**config.mk**
```make
export PLATFORM = sky130hd
export DESIGN_NAME = intr_ctrl_flat
export DESIGN_NICKNAME = d
export VERILOG_FILES = /design/src/rtl/intr_ctrl_if.sv /design/src/rtl/intr_ctrl.sv /design/src/flat_wrapper.sv
export SDC_FILE = /design/constraint.sdc
export NUM_CORES = 1
export LEC_CHECK = 0
export CAP_MARGIN = 5
export CORE_ASPECT_RATIO = 0.7
export CORE_UTILIZATION = 44
export DETAILED_ROUTE_END_ITERATION = 16
export PLACE_DENSITY = 0.95
export SKIP_CTS_REPAIR_TIMING = 1
export SLEW_MARGIN = 20
export SYNTH_ARGS = -nofsm -noshare
export SYNTH_HDL_FRONTEND = slang
export SYNTH_SLANG_ARGS = --single-unit
```
**constraint.sdc**
```tcl
create_clock -name clk -period 3.8 [get_ports clk]
set_input_delay 0.38 -clock clk [delete_from_list [all_inputs] [get_ports clk]]
set_output_delay 0.38 -clock clk [all_outputs]
set_load 0.01 [all_outputs]
```
**src/rtl/intr_ctrl_if.sv**
```systemverilog
// Exception/interrupt controller bundle between the core and intr_ctrl.
// master: core side (drives flags, irq lines, PCs); slave: intr_ctrl.
interface intr_ctrl_if;
    logic        exc_valid;
    logic        ovf;
    logic        divz;
    logic        ri;
    logic        brk;
    logic        sys;
    logic        eret;
    logic [5:0]  ext_irq;
    logic [5:0]  irq_mask;
    logic        global_ie;
    logic [31:0] exc_pc;
    logic [31:0] epc_in;
    logic        stall;
    logic        flush;
    logic        cp0_we;
    logic [4:0]  cause_code;
    logic [31:0] epc_out;
    logic        pc_redirect;
    logic [31:0] redirect_pc;
    logic        in_handler;
    logic [5:0]  pending;

    modport master (
        output exc_valid, ovf, divz, ri, brk, sys, eret,
        output ext_irq, irq_mask, global_ie, exc_pc, epc_in,
        input  stall, flush, cp0_we, cause_code, epc_out,
        input  pc_redirect, redirect_pc, in_handler, pending
    );

    modport slave (
        input  exc_valid, ovf, divz, ri, brk, sys, eret,
        input  ext_irq, irq_mask, global_ie, exc_pc, epc_in,
        output stall, flush, cp0_we, cause_code, epc_out,
        output pc_redirect, redirect_pc, in_handler, pending
    );
endinterface

```
**src/rtl/intr_ctrl.sv**
```systemverilog
// Exception/interrupt sequencer: accept -> FLUSH -> SAVE -> REDIR, and ERET.
// Ports: clk, reset (sync, active-high), bus (intr_ctrl_if.slave).
// Option: define INTR_VECTORED_EN for per-line interrupt entry vectors.
module intr_ctrl (
    input  logic       clk,
    input  logic       reset,
    intr_ctrl_if.slave bus
);
    localparam logic [2:0] IDLE       = 3'd0;
    localparam logic [2:0] FLUSH      = 3'd1;
    localparam logic [2:0] SAVE       = 3'd2;
    localparam logic [2:0] REDIR      = 3'd3;
    localparam logic [2:0] ERET_FLUSH = 3'd4;
    localparam logic [2:0] ERET_REDIR = 3'd5;

    localparam logic [31:0] ENTRY_BASE = 32'h0000_F500;

    logic [2:0]  state_q, state_d;
    logic [5:0]  pend_q, irq_prev_q;
    logic        in_handler_q;
    logic [4:0]  cause_q;
    logic [31:0] epc_q;

    logic [5:0]  irq_rise, eligible, clr_mask;
    logic        exc_any, idle;
    logic        take_exc, take_eret, take_irq;
    logic        irq_found;
    logic [2:0]  irq_line;
    logic [4:0]  exc_code;
    logic [31:0] entry_pc;

    assign irq_rise = bus.ext_irq & ~irq_prev_q;
    assign eligible = pend_q & bus.irq_mask;
    assign idle     = (state_q == IDLE);
    assign exc_any  = bus.sys | bus.divz | bus.brk | bus.ri | bus.ovf;

    // Lowest index wins: scan downwards so the last hit is the lowest.
    always_comb begin
        irq_found = 1'b0;
        irq_line  = 3'd0;
        for (int i = 5; i >= 0; i--) begin
            if (eligible[i]) begin
                irq_found = 1'b1;
                irq_line  = 3'(i);
            end
        end
    end

    always_comb begin
        if (bus.sys)       exc_code = 5'b01000;
        else if (bus.divz) exc_code = 5'b00111;
        else if (bus.brk)  exc_code = 5'b01001;
        else if (bus.ri)   exc_code = 5'b01010;
        else               exc_code = 5'b01100;
    end

    assign take_exc  = idle & bus.exc_valid & exc_any;
    assign take_eret = idle & bus.exc_valid & bus.eret & ~exc_any;
    assign take_irq  = idle & ~take_exc & ~take_eret & irq_found
                     & bus.global_ie & ~in_handler_q;

    assign clr_mask = take_irq ? (6'b000001 << irq_line) : 6'b000000;

    always_comb begin
        state_d = IDLE;
        unique case (state_q)
            IDLE: begin
                if (take_exc | take_irq) state_d = FLUSH;
                else if (take_eret)      state_d = ERET_FLUSH;
                else                     state_d = IDLE;
            end
            FLUSH:      state_d = SAVE;
            SAVE:       state_d = REDIR;
            REDIR:      state_d = IDLE;
            ERET_FLUSH: state_d = ERET_REDIR;
            ERET_REDIR: state_d = IDLE;
            default:    state_d = IDLE;
        endcase
    end

    // A new edge is OR-ed in after the clear, so set wins on a collision.
    always_ff @(posedge clk) begin
        if (reset) begin
            state_q      <= IDLE;
            pend_q       <= 6'd0;
            irq_prev_q   <= 6'd0;
            in_handler_q <= 1'b0;
            cause_q      <= 5'd0;
            epc_q        <= 32'd0;
        end else begin
            state_q    <= state_d;
            irq_prev_q <= bus.ext_irq;
            pend_q     <= (pend_q & ~clr_mask) | irq_rise;
            if (take_exc | take_irq) begin
                cause_q <= take_exc ? exc_code : 5'd0;
                epc_q   <= bus.exc_pc;
            end
            // Handler flag changes as the redirect cycle begins.
            if (state_q == SAVE)
                in_handler_q <= 1'b1;
            else if (state_q == ERET_FLUSH)
                in_handler_q <= 1'b0;
        end
    end

`ifdef INTR_VECTORED_EN
    logic       irq_taken_q;
    logic [2:0] irq_line_q;

    always_ff @(posedge clk) begin
        if (reset) begin
            irq_taken_q <= 1'b0;
            irq_line_q  <= 3'd0;
        end else if (take_exc | take_irq) begin
            irq_taken_q <= take_irq;
            irq_line_q  <= irq_line;
        end
    end

    // Line i enters at base + 0x20*(i+1); exceptions use the base.
    assign entry_pc = irq_taken_q
                    ? ENTRY_BASE + {24'd0, irq_line_q + 3'd1, 5'd0}
                    : ENTRY_BASE;
`else
    assign entry_pc = ENTRY_BASE;
`endif

    assign bus.stall       = ~idle;
    assign bus.flush       = (state_q == FLUSH) | (state_q == ERET_FLUSH);
    assign bus.cp0_we      = (state_q == SAVE);
    assign bus.pc_redirect = (state_q == REDIR) | (state_q == ERET_REDIR);
    assign bus.redirect_pc = (state_q == REDIR)      ? entry_pc   :
                             (state_q == ERET_REDIR) ? bus.epc_in :
                             32'd0;
    assign bus.cause_code  = cause_q;
    assign bus.epc_out     = epc_q;
    assign bus.in_handler  = in_handler_q;
    assign bus.pending     = pend_q;
endmodule

```
**src/flat_wrapper.sv**
```systemverilog
// flat-port wrapper written by rule: the top's interface ports become plain ports
module intr_ctrl_flat 
  (clk, reset, bus_exc_valid, bus_ovf, bus_divz, bus_ri, bus_brk, bus_sys, bus_eret, bus_ext_irq, bus_irq_mask, bus_global_ie, bus_exc_pc, bus_epc_in, bus_stall, bus_flush, bus_cp0_we, bus_cause_code, bus_epc_out, bus_pc_redirect, bus_redirect_pc, bus_in_handler, bus_pending);
  intr_ctrl_if bus_i ();
  input  logic clk;
  input  logic reset;
  input wire logic [$bits(bus_i.exc_valid)-1:0] bus_exc_valid;
  input wire logic [$bits(bus_i.ovf)-1:0] bus_ovf;
  input wire logic [$bits(bus_i.divz)-1:0] bus_divz;
  input wire logic [$bits(bus_i.ri)-1:0] bus_ri;
  input wire logic [$bits(bus_i.brk)-1:0] bus_brk;
  input wire logic [$bits(bus_i.sys)-1:0] bus_sys;
  input wire logic [$bits(bus_i.eret)-1:0] bus_eret;
  input wire logic [$bits(bus_i.ext_irq)-1:0] bus_ext_irq;
  input wire logic [$bits(bus_i.irq_mask)-1:0] bus_irq_mask;
  input wire logic [$bits(bus_i.global_ie)-1:0] bus_global_ie;
  input wire logic [$bits(bus_i.exc_pc)-1:0] bus_exc_pc;
  input wire logic [$bits(bus_i.epc_in)-1:0] bus_epc_in;
  output wire logic [$bits(bus_i.stall)-1:0] bus_stall;
  output wire logic [$bits(bus_i.flush)-1:0] bus_flush;
  output wire logic [$bits(bus_i.cp0_we)-1:0] bus_cp0_we;
  output wire logic [$bits(bus_i.cause_code)-1:0] bus_cause_code;
  output wire logic [$bits(bus_i.epc_out)-1:0] bus_epc_out;
  output wire logic [$bits(bus_i.pc_redirect)-1:0] bus_pc_redirect;
  output wire logic [$bits(bus_i.redirect_pc)-1:0] bus_redirect_pc;
  output wire logic [$bits(bus_i.in_handler)-1:0] bus_in_handler;
  output wire logic [$bits(bus_i.pending)-1:0] bus_pending;
  assign bus_i.exc_valid = bus_exc_valid;
  assign bus_i.ovf = bus_ovf;
  assign bus_i.divz = bus_divz;
  assign bus_i.ri = bus_ri;
  assign bus_i.brk = bus_brk;
  assign bus_i.sys = bus_sys;
  assign bus_i.eret = bus_eret;
  assign bus_i.ext_irq = bus_ext_irq;
  assign bus_i.irq_mask = bus_irq_mask;
  assign bus_i.global_ie = bus_global_ie;
  assign bus_i.exc_pc = bus_exc_pc;
  assign bus_i.epc_in = bus_epc_in;
  assign bus_stall = bus_i.stall;
  assign bus_flush = bus_i.flush;
  assign bus_cp0_we = bus_i.cp0_we;
  assign bus_cause_code = bus_i.cause_code;
  assign bus_epc_out = bus_i.epc_out;
  assign bus_pc_redirect = bus_i.pc_redirect;
  assign bus_redirect_pc = bus_i.redirect_pc;
  assign bus_in_handler = bus_i.in_handler;
  assign bus_pending = bus_i.pending;
  intr_ctrl u_core (.clk(clk), .reset(reset), .bus(bus_i));
endmodule
```
==> flow_metrics.tcl <==
set metrics [dict create \
    outcome "finished clean" \
    track_usage 0.284 \
    fin_nets 639 \
    cts_buffer_depth 2 \
    synth_compound_area_frac 0.360 \
    crit_buf_inv 3 \
    p_seq_frac 0.344 \
    power_density_mw_per_mm2 407 \
    critPathKind "input port to flop" \
    period_needed_ps 2710 \
    yosysWarnings 0 \
    cts-root-buf "clkbuf_8" \
    slew_headroom 0.359 \
    slew_violations 0 \
    seq_area_frac_synth 0.306 \
    grt_pass1_wl_um 18400 \
    crit_path_start_kind "input port" \
    cpLargestDelayFamily "buffers and inverters" \
    ir_drop_mv 0.273 \
    detail_route.first_pass.iterations 5 \
    path_cells "clkdlybuf4s50_1, or4b_1, o21bai_4, buf_16, buf_16, a31oi_1, o311ai_1" \
    dp_hpwl_um 8370 \
    vias 4024 \
    required_ps 3960 \
    synth_area_sq_mm 0.00341 \
    synth_top_family_by_area "compound AO/OA/AOI/OAI gates" \
    pwr-share-comb 0.463 \
    drv_cap 0 \
    area_delta_synth_final_pct 53.0 \
    hold_class "flop to flop" \
    cts_made_buffers 5 \
    ant_nets 0 \
    place_area_sq_mm 0.00509 \
    tightest_slew_ps 954 \
    finalWirelength_um 12100 \
    fin_crit_sh 0.714 \
    fp.dieH_um 75.6 \
    io_pins 166 \
    clock_latency_ps 310 \
    finalWeightedCongestion 0.819 \
    htreeDepth 2 \
    netlist_instances 424 \
    critical-path-max-stage-delay_ps 820 \
    fp-row-count 26 \
    path_clk_slew_ps 100 \
    syn-num-nets 510 \
    cts_sinks 52 \
    utilization 0.706 \
    ys_ff_latch 52 \
    portBuffers 164 \
    synth-simple-area-share 0.252 \
    report.final.setup_viol 0 \
    core_region_area_sq_mm 0.00738 \
    post-route-drc-count 0 \
    initial_core_util 0.461 \
    fin_tns_setup_ps 0 \
    synthXorXnorAreaFrac 0.00514 \
    first_global_vias 3661 \
    dp_cells 644 \
    routedWlPerCell_um 18.5 \
    finalInstanceArea_sq_mm 0.00521 \
    drive_above_1_share 0.0505 \
    die_w_um 107 \
    diodes 0 \
    cpMostUsedCell "buf_16" \
    synthDistinctLibCells 38 \
    muxShareOfSynthArea 0 \
    grt_overflow 0 \
    max_freq_mhz 369 \
    p_sw_uw 766 \
    clock_skew_ps 8.78 \
    end_kind "flop" \
    final_cell_count_no_fill 652 \
    p_int_mw 1.35 \
    antenna_found_initial 0 \
    crit_fanout 29 \
    p_leak_nw 1.80 \
    cts_tree "yes" \
    grt_max_degree 76 \
    sw_frac_of_total 0.361 \
    die_area_sq_mm 0.00810 \
    timing.hold.ws_ps 485 \
    drtIter0Drc 319 \
    via_per_inst 6.17 \
    postSynthAreaPerCell_sq_um 8.03 \
    cp.arrival_ps 2870 \
    synth-adder-area-share 0 \
    clkPwrFrac 0.193 \
    fillers 558 \
    hold_viol_final 0 \
    cp_slowest_cell "or4b_1" \
    rsz0062_at_grt "no" \
]
==> through the flow <==
step                total power, mW  setup slack (ps)
floorplan                      1.24              1900
global placement               1.63               731
detailed placement             1.70               856
CTS                            2.11              1140
global route                   2.23              1000
finish                         2.12              1090
==> routing by layer <==
metal  vias up  GRT usage  share of wire
met4         0     0.0715          0.011
met2       210      0.454           0.48
met1      1918      0.396           0.43
li1       1879          -              -
met5         -          0              0
met3        17     0.0565          0.076
==> layout by cell type, fill, tap and decap left out, drive strengths merged, types with 3 or more instances in the layout <==
| cell | netlist | routed |
|---|---|---|
| o311ai | 32 | 32 |
| or3 | 3 | 3 |
| a211oi | 34 | 34 |
| buf | 15 | 12 |
| clkdlybuf4s50 | 0 | 163 |
| dfxtp | 52 | 52 |
| a21boi | 8 | 8 |
| nor2 | 8 | 8 |
| o32ai | 3 | 3 |
| clkbuf | 38 | 6 |
| o31ai | 6 | 6 |
| a31oi | 33 | 33 |
| o211ai | 32 | 32 |
| and3 | 27 | 27 |
| nor4 | 4 | 4 |
| nand2 | 14 | 14 |
| nand2b | 38 | 38 |
| inv | 7 | 7 |
| nor2b | 40 | 40 |
| a21oi | 8 | 8 |
==> worst reg2reg max path, stage by stage, from the launching register on <==
cell and delay [ps]:
dfxtp_1 420, or4b_1 940, o21bai_4 430, buf_16 220, buf_16 180, a31oi_1 210
o311ai_1 160
==> synth_stat cells <==
library cell  number  area, sq um
buf_4              4         30.0
buf_2             11         55.1
or3_1              3         18.8
a311oi_1           1         8.76
and3_1            27          169
a31oi_1           33          206
nand2_1           14         52.6
clkbuf_1          38          143
o211ai_1          32          240
nor4_1             2         12.5
o32ai_1            3         26.3
a211oi_1          34          255
nor2_1             8         30.0
o21ba_2            1         10.0
a222oi_1           2         20.0
a21boi_0           8         60.1
dfxtp_1           52         1040
o21bai_1           1         7.51
or4b_1             1         10.0
nor3_1             2         10.0
nand2b_1          38          238
nor4_2             1         12.5
nand3_1            2         10.0
nor4_4             1         21.3
a41oi_1            1         8.76
xnor2_1            2         17.5
clkinv_1           1         3.75
o21ai_0            2         10.0
nor2b_1           40          250
or2_2              2         12.5
and2_1             2         12.5
o311ai_0           2         17.5
o31ai_1            6         45.0
o311ai_1          30          263
a21oi_1            8         40.0
conb_1             1         3.75
inv_1              7         26.3
a22oi_1            1         7.51
==> final cells by class <==
cell class,count,area [sq um],share of cell area
Tap cell,98,123,0.0235
Clock inverter,2,38.8,0.00744
Multi-Input combinational cell,311,2130,0.409
Clock buffer,6,82.6,0.0159
Timing Repair Buffer,175,1760,0.338
Sequential cell,52,1040,0.200
Inverter,8,30.0,0.00576
==> sequential cells by signal, summed over array words and instances, names as in the netlist <==
signal and count:
u_core.bus.cause_code 4, u_core.bus.epc_out 32, u_core.bus.in_handler 1, u_core.bus.pending 6, u_core.irq_prev_q 6, u_core.state_q 3
==> final timing paths <==
check                           slack, ps  cells past startpoint                  from                      to
worst min register to register        490                      2  u_core.irq_prev_q[1]   u_core.bus.pending[1]
worst max-delay path                 1090                      7         bus_exc_valid  u_core.bus.epc_out[20]
worst max register to register       1100                      6     u_core.state_q[1]  u_core.bus.epc_out[20]
worst min-delay path                  490                      2  u_core.irq_prev_q[1]   u_core.bus.pending[1]
==> power groups by stage <==
stage / combinational [mW] / clock [mW] / sequential (mW)
floorplan: 0.471 / 0 / 0.764
detailed placement: 0.965 / 0 / 0.734
finish: 0.982 / 0.409 / 0.729
global route: 1.05 / 0.437 / 0.741
global placement: 0.896 / 0 / 0.732
CTS: 0.974 / 0.407 / 0.726
==> cell families (layout without fill, tap and decap cells) <==
kind of cell | count (synthesis) | after routing
AOI/OAI and AO/OA | 165 | 165
xor gates and xnor gates | 2 | 2
buffers and inverters | 61 | 191
DFF | 52 | 52
other | 1 | 1
and+or+nand+nor | 143 | 143
Note: power is estimated with default switching activity, not from simulation.
